`src/rtl/mpsoc_ahb3_pkg.sv`:
```
// AHB3-Lite encodings shared by the MPSoC AHB3 masters and slaves.
// Transfer types, burst, protection, response and size codes.
package mpsoc_ahb3_pkg;

    localparam logic [1:0] HTRANS_IDLE   = 2'b00;
    localparam logic [1:0] HTRANS_BUSY   = 2'b01;
    localparam logic [1:0] HTRANS_NONSEQ = 2'b10;
    localparam logic [1:0] HTRANS_SEQ    = 2'b11;

    localparam logic [2:0] HBURST_SINGLE = 3'b000;

    localparam logic [3:0] HPROT_DATA_PRIV = 4'b0011;

    localparam logic HRESP_OKAY  = 1'b0;
    localparam logic HRESP_ERROR = 1'b1;

    localparam logic [2:0] HSIZE_B8  = 3'd0;
    localparam logic [2:0] HSIZE_B16 = 3'd1;
    localparam logic [2:0] HSIZE_B32 = 3'd2;
    localparam logic [2:0] HSIZE_B64 = 3'd3;

endpackage

```
`src/rtl/mpsoc_ahb3_req_master.sv`:
```
// AHB3-Lite master: valid/ready request stream to pipelined single transfers.
// Address register A overlaps the data phase held in register D.
module mpsoc_ahb3_req_master
    import mpsoc_ahb3_pkg::*;
#(
    parameter int XLEN = 64,
    parameter int PLEN = 64
) (
    input  logic            HCLK,
    input  logic            HRESET,

    input  logic            req_valid,
    output logic            req_ready,
    input  logic [PLEN-1:0] req_addr,
    input  logic            req_we,
    input  logic [2:0]      req_size,
    input  logic [XLEN-1:0] req_wdata,

    output logic            rsp_valid,
    output logic [XLEN-1:0] rsp_rdata,
    output logic            rsp_err,

    output logic            HSEL,
    output logic [PLEN-1:0] HADDR,
    output logic [XLEN-1:0] HWDATA,
    input  logic [XLEN-1:0] HRDATA,
    output logic            HWRITE,
    output logic [2:0]      HSIZE,
    output logic [2:0]      HBURST,
    output logic [3:0]      HPROT,
    output logic [1:0]      HTRANS,
    output logic            HMASTLOCK,
    input  logic            HREADY,
    input  logic            HRESP
);

    logic            a_valid;
    logic [PLEN-1:0] a_addr;
    logic            a_we;
    logic [2:0]      a_size;
    logic [XLEN-1:0] a_wdata;

    logic            d_valid;
    logic [XLEN-1:0] d_wdata;

    logic            err_hold;

    logic            a_accept;
    logic            d_done;
    logic            req_fire;
    logic            err_first;

    assign a_accept  = a_valid && !err_hold && HREADY;
    assign d_done    = d_valid && HREADY;
    assign req_ready = !a_valid || a_accept;
    assign req_fire  = req_valid && req_ready;
    assign err_first = d_valid && (HRESP == HRESP_ERROR) && !HREADY;

    assign HTRANS    = (a_valid && !err_hold) ? HTRANS_NONSEQ : HTRANS_IDLE;
    assign HSEL      = HTRANS[1];
    assign HADDR     = a_addr;
    assign HWRITE    = a_we;
    assign HSIZE     = a_size;
    assign HWDATA    = d_wdata;
    assign HBURST    = HBURST_SINGLE;
    assign HPROT     = HPROT_DATA_PRIV;
    assign HMASTLOCK = 1'b0;

    always_ff @(posedge HCLK) begin
        if (HRESET) begin
            a_valid <= 1'b0;
            a_addr  <= '0;
            a_we    <= 1'b0;
            a_size  <= '0;
            a_wdata <= '0;
        end else if (req_fire) begin
            a_valid <= 1'b1;
            a_addr  <= req_addr;
            a_we    <= req_we;
            a_size  <= req_size;
            a_wdata <= req_wdata;
        end else if (a_accept) begin
            a_valid <= 1'b0;
        end
    end

    // D is refilled from A in the same edge it retires, keeping one beat per cycle
    always_ff @(posedge HCLK) begin
        if (HRESET) begin
            d_valid <= 1'b0;
            d_wdata <= '0;
        end else if (a_accept) begin
            d_valid <= 1'b1;
            d_wdata <= a_wdata;
        end else if (d_done) begin
            d_valid <= 1'b0;
        end
    end

    // Masks A during the second ERROR cycle so it is retried afterwards
    always_ff @(posedge HCLK) begin
        if (HRESET) begin
            err_hold <= 1'b0;
        end else if (err_first) begin
            err_hold <= 1'b1;
        end else if (HREADY) begin
            err_hold <= 1'b0;
        end
    end

    always_ff @(posedge HCLK) begin
        if (HRESET) begin
            rsp_valid <= 1'b0;
            rsp_rdata <= '0;
            rsp_err   <= 1'b0;
        end else begin
            rsp_valid <= d_done;
            if (d_done) begin
                rsp_rdata <= HRDATA;
                rsp_err   <= HRESP;
            end
        end
    end

endmodule

```
`config.mk`:
```
export PLATFORM = sky130hd
export DESIGN_NAME = mpsoc_ahb3_req_master
export DESIGN_NICKNAME = d
export VERILOG_FILES = /design/src/rtl/mpsoc_ahb3_pkg.sv /design/src/rtl/mpsoc_ahb3_req_master.sv
export SDC_FILE = /design/constraint.sdc
export NUM_CORES = 1
export LEC_CHECK = 0
export CAP_MARGIN = 20
export CORE_MARGIN = 1.5
export CORE_UTILIZATION = 35
export DETAILED_ROUTE_END_ITERATION = 12
export HOLD_SLACK_MARGIN = 0.15
export PLACE_DENSITY = 0.66
export SLEW_MARGIN = 20
export SYNTH_ARGS = -nofsm -noshare
export SYNTH_HDL_FRONTEND = slang
export SYNTH_SLANG_ARGS = --single-unit
```
`constraint.sdc`:
```
create_clock -name HCLK -period 1.5 [get_ports HCLK]
set_input_delay 0.3 -clock HCLK [delete_from_list [all_inputs] [get_ports HCLK]]
set_output_delay 0.3 -clock HCLK [all_outputs]
set_load 0.005 [all_outputs]
```
==> key figures, run 1 <==
Status
  • Status: complete, but fails checks
  • Violated checks: negative setup slack

Cells and area
  • ANT cells: 0
  • Post-Layout Inst Area: between 15000 and 20000 um^2
  • Utilization after layout: roughly 55%
  • Area growth syn-to-layout: 55.3%
  • Layout cells sized above 1: slightly below 10%
  • Sequential cell area: 5330 um^2
  • Multi-input gate area: between 4000 and 5000 um^2
  • Fill count: ~2.7k
  • # nets final: around 1.8k

Timing
  • Final min period: roughly 1.6 ns
  • Setup tns final: -2.73 ns
  • RSZ-0062 raised after global routing: true
  • Peak Freq: between 0.6 and 0.7 GHz
  • Final Hold Viols: 0
  • Hold WS: 0.314 ns
  • Worst Clk Skew: 0.0138 ns
  • Slew Limit Fails: 0
  • Final period utilization: 106%
  • PnR worst setup slack: -0.0924 ns
  • Final setup violation count: 84

CTS
  • CTS tree: yes
  • Root Buffer: clkbuf_16
  • Clock sinks: ~270
  • Clock-pin slew on the worst setup and hold paths: around 0.060 ns
  • Worst-skew pair later-pin latency: around 0.54 ns
  • Cts bufs inserted: 28
  • H-Tree Depth: 1
  • Longest Clk Path Bufs: 3

Synth
  • Post-Synthesis Cells: 1161
  • Post-synthesis sequential area ratio: about half
  • Syn. warnings: 0
  • Distinct cells, synth: 19
  • Synth area leader: dfxtp_1
  • FF+latch count, synth: roughly 270
  • Post-synth top area share: 50.3%
  • Top cells by area, synth: dfxtp_1 (50%), nand2b_1 (16%), mux2i_1 (13%)
  • Ys flop type: dfxtp_1
  • Post-synth EDFFs: 0
  • Post-synthesis cell area: 10500 um^2
  • Mean Syn Cell Area: 9.08 um^2
  • Ys async rst share: 0%

Hold path
  • Hold Path End: rsp_rdata[21]$_SDFFE_PP0P_
  • Worst hold path type: input port to flip-flop
  • Hold path start: HRDATA[21]
  • Hold depth: 3

Power and ir drop
  • Switch share: about 22%
  • Pwr dens: between 1000 and 1500 nW/um^2
  • Flop pwr share: between 40% and 50%
  • Clock share of power: a little over two fifths
  • P_sw: about 0.0038 W
  • Max IR drop VDD: about 0.71 mV
  • Int Pwr: approximately 0.013 W
  • Combinational fraction of design power: between 10% and 20%
  • Leakage power: 6.98 nW

Floorplanning
  • Row count: 63
  • Die Y-Extent: 177 um
  • Die area: 31200 um^2
  • # IOs: roughly 410
  • Starting density of the core: a little over a third
  • Core area: 29600 um^2
  • Die Width: 177 um

Setup path
  • CP arrival: ~2.1 ns
  • Reg-to-Reg End: a_wdata[26]$_SDFFE_PP0P_
  • Crit path from: err_hold$_SDFFE_PP0P_
  • Crit end category: flip-flop
  • Crit path largest cell delay: about 0.32 ns
  • CP Class: flip-flop to flip-flop
  • Slowest library cell on the worst path: dfxtp_2
  • Cells on worst reg2reg path: 8
  • Reg2reg start: err_hold$_SDFFE_PP0P_
  • CP Launch Type: flip-flop
  • Reg-to-reg slack, setup: -0.09 ns
  • CP max FO: 9
  • CP Cell Sequence: nand3b_1 > buf_6 > a21boi_4 > buf_12 > buf_12 > buf_4 > buf_4 > mux2i_1
  • WP data required: slightly below 2 ns

Detailed routing
  • Routed wire per std cell: 15.5 um
  • Via count: roughly 9.0k
  • Drt drc: 0
  • Detailed Route Iter0 Violations: between 300 and 400
  • Final wirelength: just over 30 mm
  • Vias/cell: about 4.5
  • Drt pass-1 iters: 4
  • Antenna viol nets, final: 0

GRT
  • Total congestion overflow: 0
  • First-pass GRT wire length: 45.8 mm
  • Pin count of the biggest net entering global routing: ~140
  • Initial antenna violation count: 0
  • Vias in the first global route: around 8.6k
  • Total GRT Usage: between 15 and 20%

Placement
  • Placed instance area: approximately 15000 um^2
  • HPWL after detailed placement: about 21 mm
  • GPL Wtd Cong: between 0.7 and 0.8
  • Port Buffers: between 400 and 500

Flow run
  • Max Cap Viol: 0
-- synthesized netlist by cell type, types with 2 or more instances --
library cell and instances:
buf_4 15, dfxtp_1 265, buf_12 8, clkbuf_1 49, nand2_1 260, nand2b_1 265
mux2i_1 132, buf_2 7, buf_1 17, a21oi_1 132, nor2_1 2, conb_1 2
-- kinds of logic (layout without fill, tap and decap cells) --
kind of cell           after synthesis  count (layout)  synth area share [%]
buffers and inverters               97             517                  5.41
other                                2               9                0.0712
flip-flops                         265             265                  50.3
AND/OR/NAND/NOR                    532             532                  25.4
multiplexers                       132             132                  12.5
AO/OA/AOI/OAI                      133             133                  6.33
-- worst max-delay path by stage --
stage	endpoint	slack (ns)	depth (start not counted)
final	a_wdata[26]$_SDFFE_PP0P_	-0.09	8
after global routing	HADDR[9]$_SDFFE_PP0P_	-0.18	8
after CTS	HADDR[25]$_SDFFE_PP0P_	-0.12	7
after detailed placement	a_wdata[12]$_SDFFE_PP0P_	-0.51	6
after global placement	a_wdata[8]$_SDFFE_PP0P_	-0.44	6
after floorplan	HADDR[0]$_SDFFE_PP0P_	0.12	6
-- timing repair --
| action | in CTS | in global routing |
|---|---|---|
| endpoints found under the hold margin | 1 | 0 |
| gates resized for setup | 241 | 41 |
| gates cloned | 8 | 3 |
| buffers inserted | 9 | 9 |
| pin swaps | 2 | 1 |
| endpoints found under the setup margin | 259 | 162 |
| hold buffers | 1 | 0 |
-- critical path: cells and delay by family, from the launching register on --
family | cells | cell delay [ns]
DFF | 1 | 0.32
AOI/OAI and AO/OA | 1 | 0.14
and+or+nand+nor | 1 | 0.18
muxes | 1 | 0.18
buffers and inverters | 5 | 0.68
-- per-layer routing --
metal	GRT usage (%)	part of all wire, %	vias up	wire length, um
li1	-	-	4522	-
met1	21.5	41	4097	12700
met2	32.8	49	285	15000
met3	4.11	6.9	50	2100
met4	6.00	2.9	0	874
met5	0	0	-	0
-- sequential cells by signal, indices dropped and copies added (netlist names) --
name,cells
rsp_rdata,64
rsp_valid,1
HADDR,64
err_hold,1
rsp_err,1
a_wdata,64
HWDATA,64
HSIZE,3
d_valid,1
a_valid,1
HWRITE,1
-- final cells by class --
type,instances,area share (%)
clock buffer,36,4.89
clock inverter,13,1.34
multi-input combinational,806,29.1
sequential,265,32.5
tap,390,2.98
timing repair buffer,468,29.2
-- through the flow --
| step | setup WS (ns) | instances | total power, W |
|---|---|---|---|
| after detailed placement | -0.506 | 1901 | 0.00978 |
| after global placement | -0.445 | 1901 | 0.00977 |
| after CTS | -0.120 | 1968 | 0.0175 |
| after global routing | -0.184 | 1978 | 0.0180 |
| after floorplan | 0.116 | 1168 | 0.00859 |
| final | -0.0924 | 1978 | 0.0173 |
-- power groups by stage --
stage,logic (W),clock network [W],registers (W)
4_1_cts,0.00217,0.00781,0.00752
5_1_grt,0.00237,0.00808,0.00755
3_5_place_dp,0.00212,0,0.00767
3_3_place_gp,0.00210,0,0.00767
2_1_floorplan,0.000922,0,0.00766
6_report,0.00220,0.00757,0.00752
-- cells in the final DEF, fill, tap and decap left out, drive strengths merged --
cell type and count:
a21oi 132, clkbuf 40, bufinv 6, nor2b 1
and3b 1, mux2i 132, buf 67, dfxtp 265
nor3 1, a21boi 1, clkinvlp 2, clkdlybuf4s50 199
nor2 2, conb 9, nand2 260, nand2b 265
and2 1, dlygate4sd2 181, clkdlybuf4s15 16, dlygate4sd3 1
nand3b 1, clkinv 5
(Power assumes the default switching activity.)
==> run 2: changes to the inputs <==
- clock period: 1.5 -> 1.6 ns (I/O delays scaled with it)
==> run 2 against run 1 <==
The run still ends with negative setup slack left. Sequential share of layout area hardly changed. Routed wire length up 0.34%. Power is 8.2% lower. Maximum frequency decreased by 1.8%. Combinational power fell by 6%. Final cell count grew 0.46%. Die area is the same. Design area decreased by 0.13%. Clock skew fell by 0.0091 ns. Non-clock buffer count up 9. Critical path type unchanged.
==> key figures, run 2 (same netlist as run 1, synthesis figures left out) <==
Cells and area
  • Most frequent cells in the layout: nand2b_1 (265), nand2_1 (259), dfxtp_1 (247) (was nand2b_1 (265), nand2_1 (257), dfxtp_1 (246))
  • Layout cells sized above 1: 9.34% (was 9.70%)
  • Fill count: 2790 (was 2719)
  • Most common cell after layout, fill and taps aside: nand2b_1 (unchanged)
  • Post-Layout Inst Area: 16400 um^2 (about the same)
  • Area growth syn-to-layout: 55.1% (was 55.3%)
  • Sequential cell area: 5330 um^2 (about the same)
  • Multi-input gate area: 4730 um^2 (was 4770 um^2)
  • # nets final: 1780 (was 1770)

Power and ir drop
  • Flop pwr share: 44.4% (was 43.5%)
  • Switch share: 22.5% (was 22.0%)
  • Pwr dens: 969 nW/um^2 (was 1050 nW/um^2)
  • Max IR drop VDD: 0.775 mV (was 0.709 mV)
  • P_sw: 0.00356 W (was 0.00381 W)
  • Int Pwr: 0.0123 W (was 0.0135 W)
  • Leakage power: 7.05 nW (was 6.98 nW)
  • Clock share of power: 42.5% (was 43.8%)
  • Combinational fraction of design power: 13.1% (was 12.7%)

GRT
  • First-pass GRT wire length: 46.4 mm (was 45.8 mm)
  • Initial antenna violation count: 2 (was 0)
  • Total GRT Usage: 18.5% (was 18.3%)
  • Vias in the first global route: 8884 (was 8638)
  • Total congestion overflow: 0 (unchanged)
  • Pin count of the biggest net entering global routing: 66 (was 135)

Setup path
  • CP max FO: 9 (unchanged)
  • CP arrival: 2.08 ns (was 2.06 ns)
  • WP data required: 2.05 ns (was 1.96 ns)
  • Reg-to-Reg End: a_wdata[21]$_SDFFE_PP0P_ (was a_wdata[26]$_SDFFE_PP0P_)
  • CP Launch Type: flip-flop (unchanged)
  • Reg2reg start: err_hold$_SDFFE_PP0P_ (unchanged)
  • Reg-to-reg slack, setup: -0.02 ns (was -0.09 ns)
  • Crit end category: flip-flop (unchanged)
  • CP Class: flip-flop to flip-flop (unchanged)
  • Cells on worst reg2reg path: 7 (was 8)

Timing
  • Final setup violation count: 4 (was 84)
  • Slew Limit Fails: 0 (unchanged)
  • Peak Freq: 0.617 GHz (was 0.628 GHz)
  • Worst Clk Skew: 0.00475 ns (was 0.0138 ns)
  • Setup tns final: -0.0421 ns (was -2.73 ns)
  • PnR worst setup slack: -0.0216 ns (was -0.0924 ns)
  • Final period utilization: 101% (was 106%)
  • Final min period: 1.62 ns (was 1.59 ns)
  • Hold WS: 0.327 ns (was 0.314 ns)
  • Final Hold Viols: 0 (unchanged)
  • RSZ-0062 raised after global routing: true (unchanged)

Floorplanning
  • Row count: 63 (unchanged)
  • Die Y-Extent: 177 um (unchanged)
  • Die Width: 177 um (unchanged)
  • Core area: 29600 um^2 (unchanged)
  • Starting density of the core: 35.6% (unchanged)
  • # IOs: 411 (unchanged)
  • Die area: 31200 um^2 (unchanged)

Hold path
  • Hold path start: HRDATA[10] (was HRDATA[21])
  • Worst hold path type: input port to flip-flop (unchanged)
  • Hold depth: 3 (unchanged)
  • Hold Path End: rsp_rdata[10]$_SDFFE_PP0P_ (was rsp_rdata[21]$_SDFFE_PP0P_)

CTS
  • Clock sinks: 265 (unchanged)
  • Worst-skew pair later-pin latency: 0.54 ns (about the same)
  • Clock-pin slew on the worst setup and hold paths: 0.06 ns (about the same)
  • Longest Clk Path Bufs: 3 (unchanged)
  • Cts bufs inserted: 29 (was 28)
  • CTS tree: yes (unchanged)
  • Root Buffer: clkbuf_16 (unchanged)
  • H-Tree Depth: 1 (unchanged)

Placement
  • Placed instance area: 15200 um^2 (was 15000 um^2)
  • Place WS: -0.411 ns (was -0.506 ns)
  • HPWL after detailed placement: 21.3 mm (was 20.9 mm)
  • GPL Wtd Cong: 0.775 (was 0.773)
  • Port Buffers: 401 (unchanged)

Detailed routing
  • Drt drc: 0 (unchanged)
  • Via count: 8945 (was 8954)
  • Routed wire per std cell: 15.5 um (about the same)
  • Vias/cell: 4.50 (was 4.53)
  • Detailed Route Iter0 Violations: 364 (was 305)
  • Drt pass-1 iters: 5 (was 4)
  • Final wirelength: 30.7 mm (was 30.6 mm)
  • Antenna viol nets, final: 0 (unchanged)

Flow run
  • Max Cap Viol: 0 (unchanged)

Status
  • Violated checks: negative setup slack (unchanged)
  • Status: complete, but fails checks (unchanged)
run 2: cell types whose count changed in the layout (fill, tap and decap cells not counted), sizes merged:
cell,before,now
clkinv,5,2
clkdlybuf4s15,16,0
clkbuf,40,49
buf,67,70
bufinv,6,3
dlygate4sd2,181,198
diode,0,2
run 2: worst max-delay path, stage by stage, from the launching register on:
cell	delay, ns
dfxtp_2	0.34
nand3b_1	0.19
buf_6	0.15
a21boi_4	0.16
buf_12	0.15
buf_12	0.16
clkbuf_16	0.17
mux2i_1	0.20
run 2: layer usage:
layer  GRT usage (%)  routed length [um]  vias to the layer above
li1                -                   -                     4538
met1            21.1               12600                     4065
met2            33.0               14800                      280
met3            4.35                2070                       62
met4            7.70                1250                        0
met5               0                   0                        -
run 2: repair_timing:
action / in CTS / in global routing
cloned: 1 / 8
hold endpoints to repair: 7 / 0
gates resized for setup: 229 / 21
endpoints found under the setup margin: 202 / 114
pin swaps: 1 / 2
buffers inserted: 5 / 12
hold buffers: 1 / 0
run 2: cell type report:
cell class	count	area share, %
Sequential cell	265	32.6
Timing Repair Buffer	477	29.6
Multi-Input combinational cell	806	28.9
Clock buffer	40	5.18
Tap cell	390	2.98
Clock inverter	7	0.703
Antenna cell	2	0.0306
run 2: power groups by stage:
stage	sequential, W	clock (W)	combinational [W]
6_report	0.00705	0.00674	0.00207
2_1_floorplan	0.00718	0	0.000865
3_3_place_gp	0.00719	0	0.00200
4_1_cts	0.00705	0.00693	0.00194
3_5_place_dp	0.00719	0	0.00202
5_1_grt	0.00708	0.00716	0.00224
run 2: how the worst max path moves through the flow:
stage / start / end / slack (ns) / depth (start not counted)
2_1_floorplan: err_hold$_SDFFE_PP0P_ / HADDR[0]$_SDFFE_PP0P_ / 0.22 / 6
3_3_place_gp: HREADY / a_wdata[7]$_SDFFE_PP0P_ / -0.37 / 6
3_5_place_dp: HREADY / HADDR[59]$_SDFFE_PP0P_ / -0.41 / 6
4_1_cts: a_valid$_SDFFE_PP0P_ / req_ready / -0.08 / 4
5_1_grt: a_valid$_SDFFE_PP0P_ / a_wdata[21]$_SDFFE_PP0P_ / -0.11 / 8
6_report: err_hold$_SDFFE_PP0P_ / a_wdata[21]$_SDFFE_PP0P_ / -0.02 / 7
run 2: through the flow:
step,instances,utilization [%],total power [W]
finish,1987,55.2,0.0159
global route,1987,55.2,0.0165
CTS,1966,53.9,0.0159
detailed placement,1912,51.2,0.00921
global placement,1912,51.2,0.00919
floorplan,1168,-,0.00805
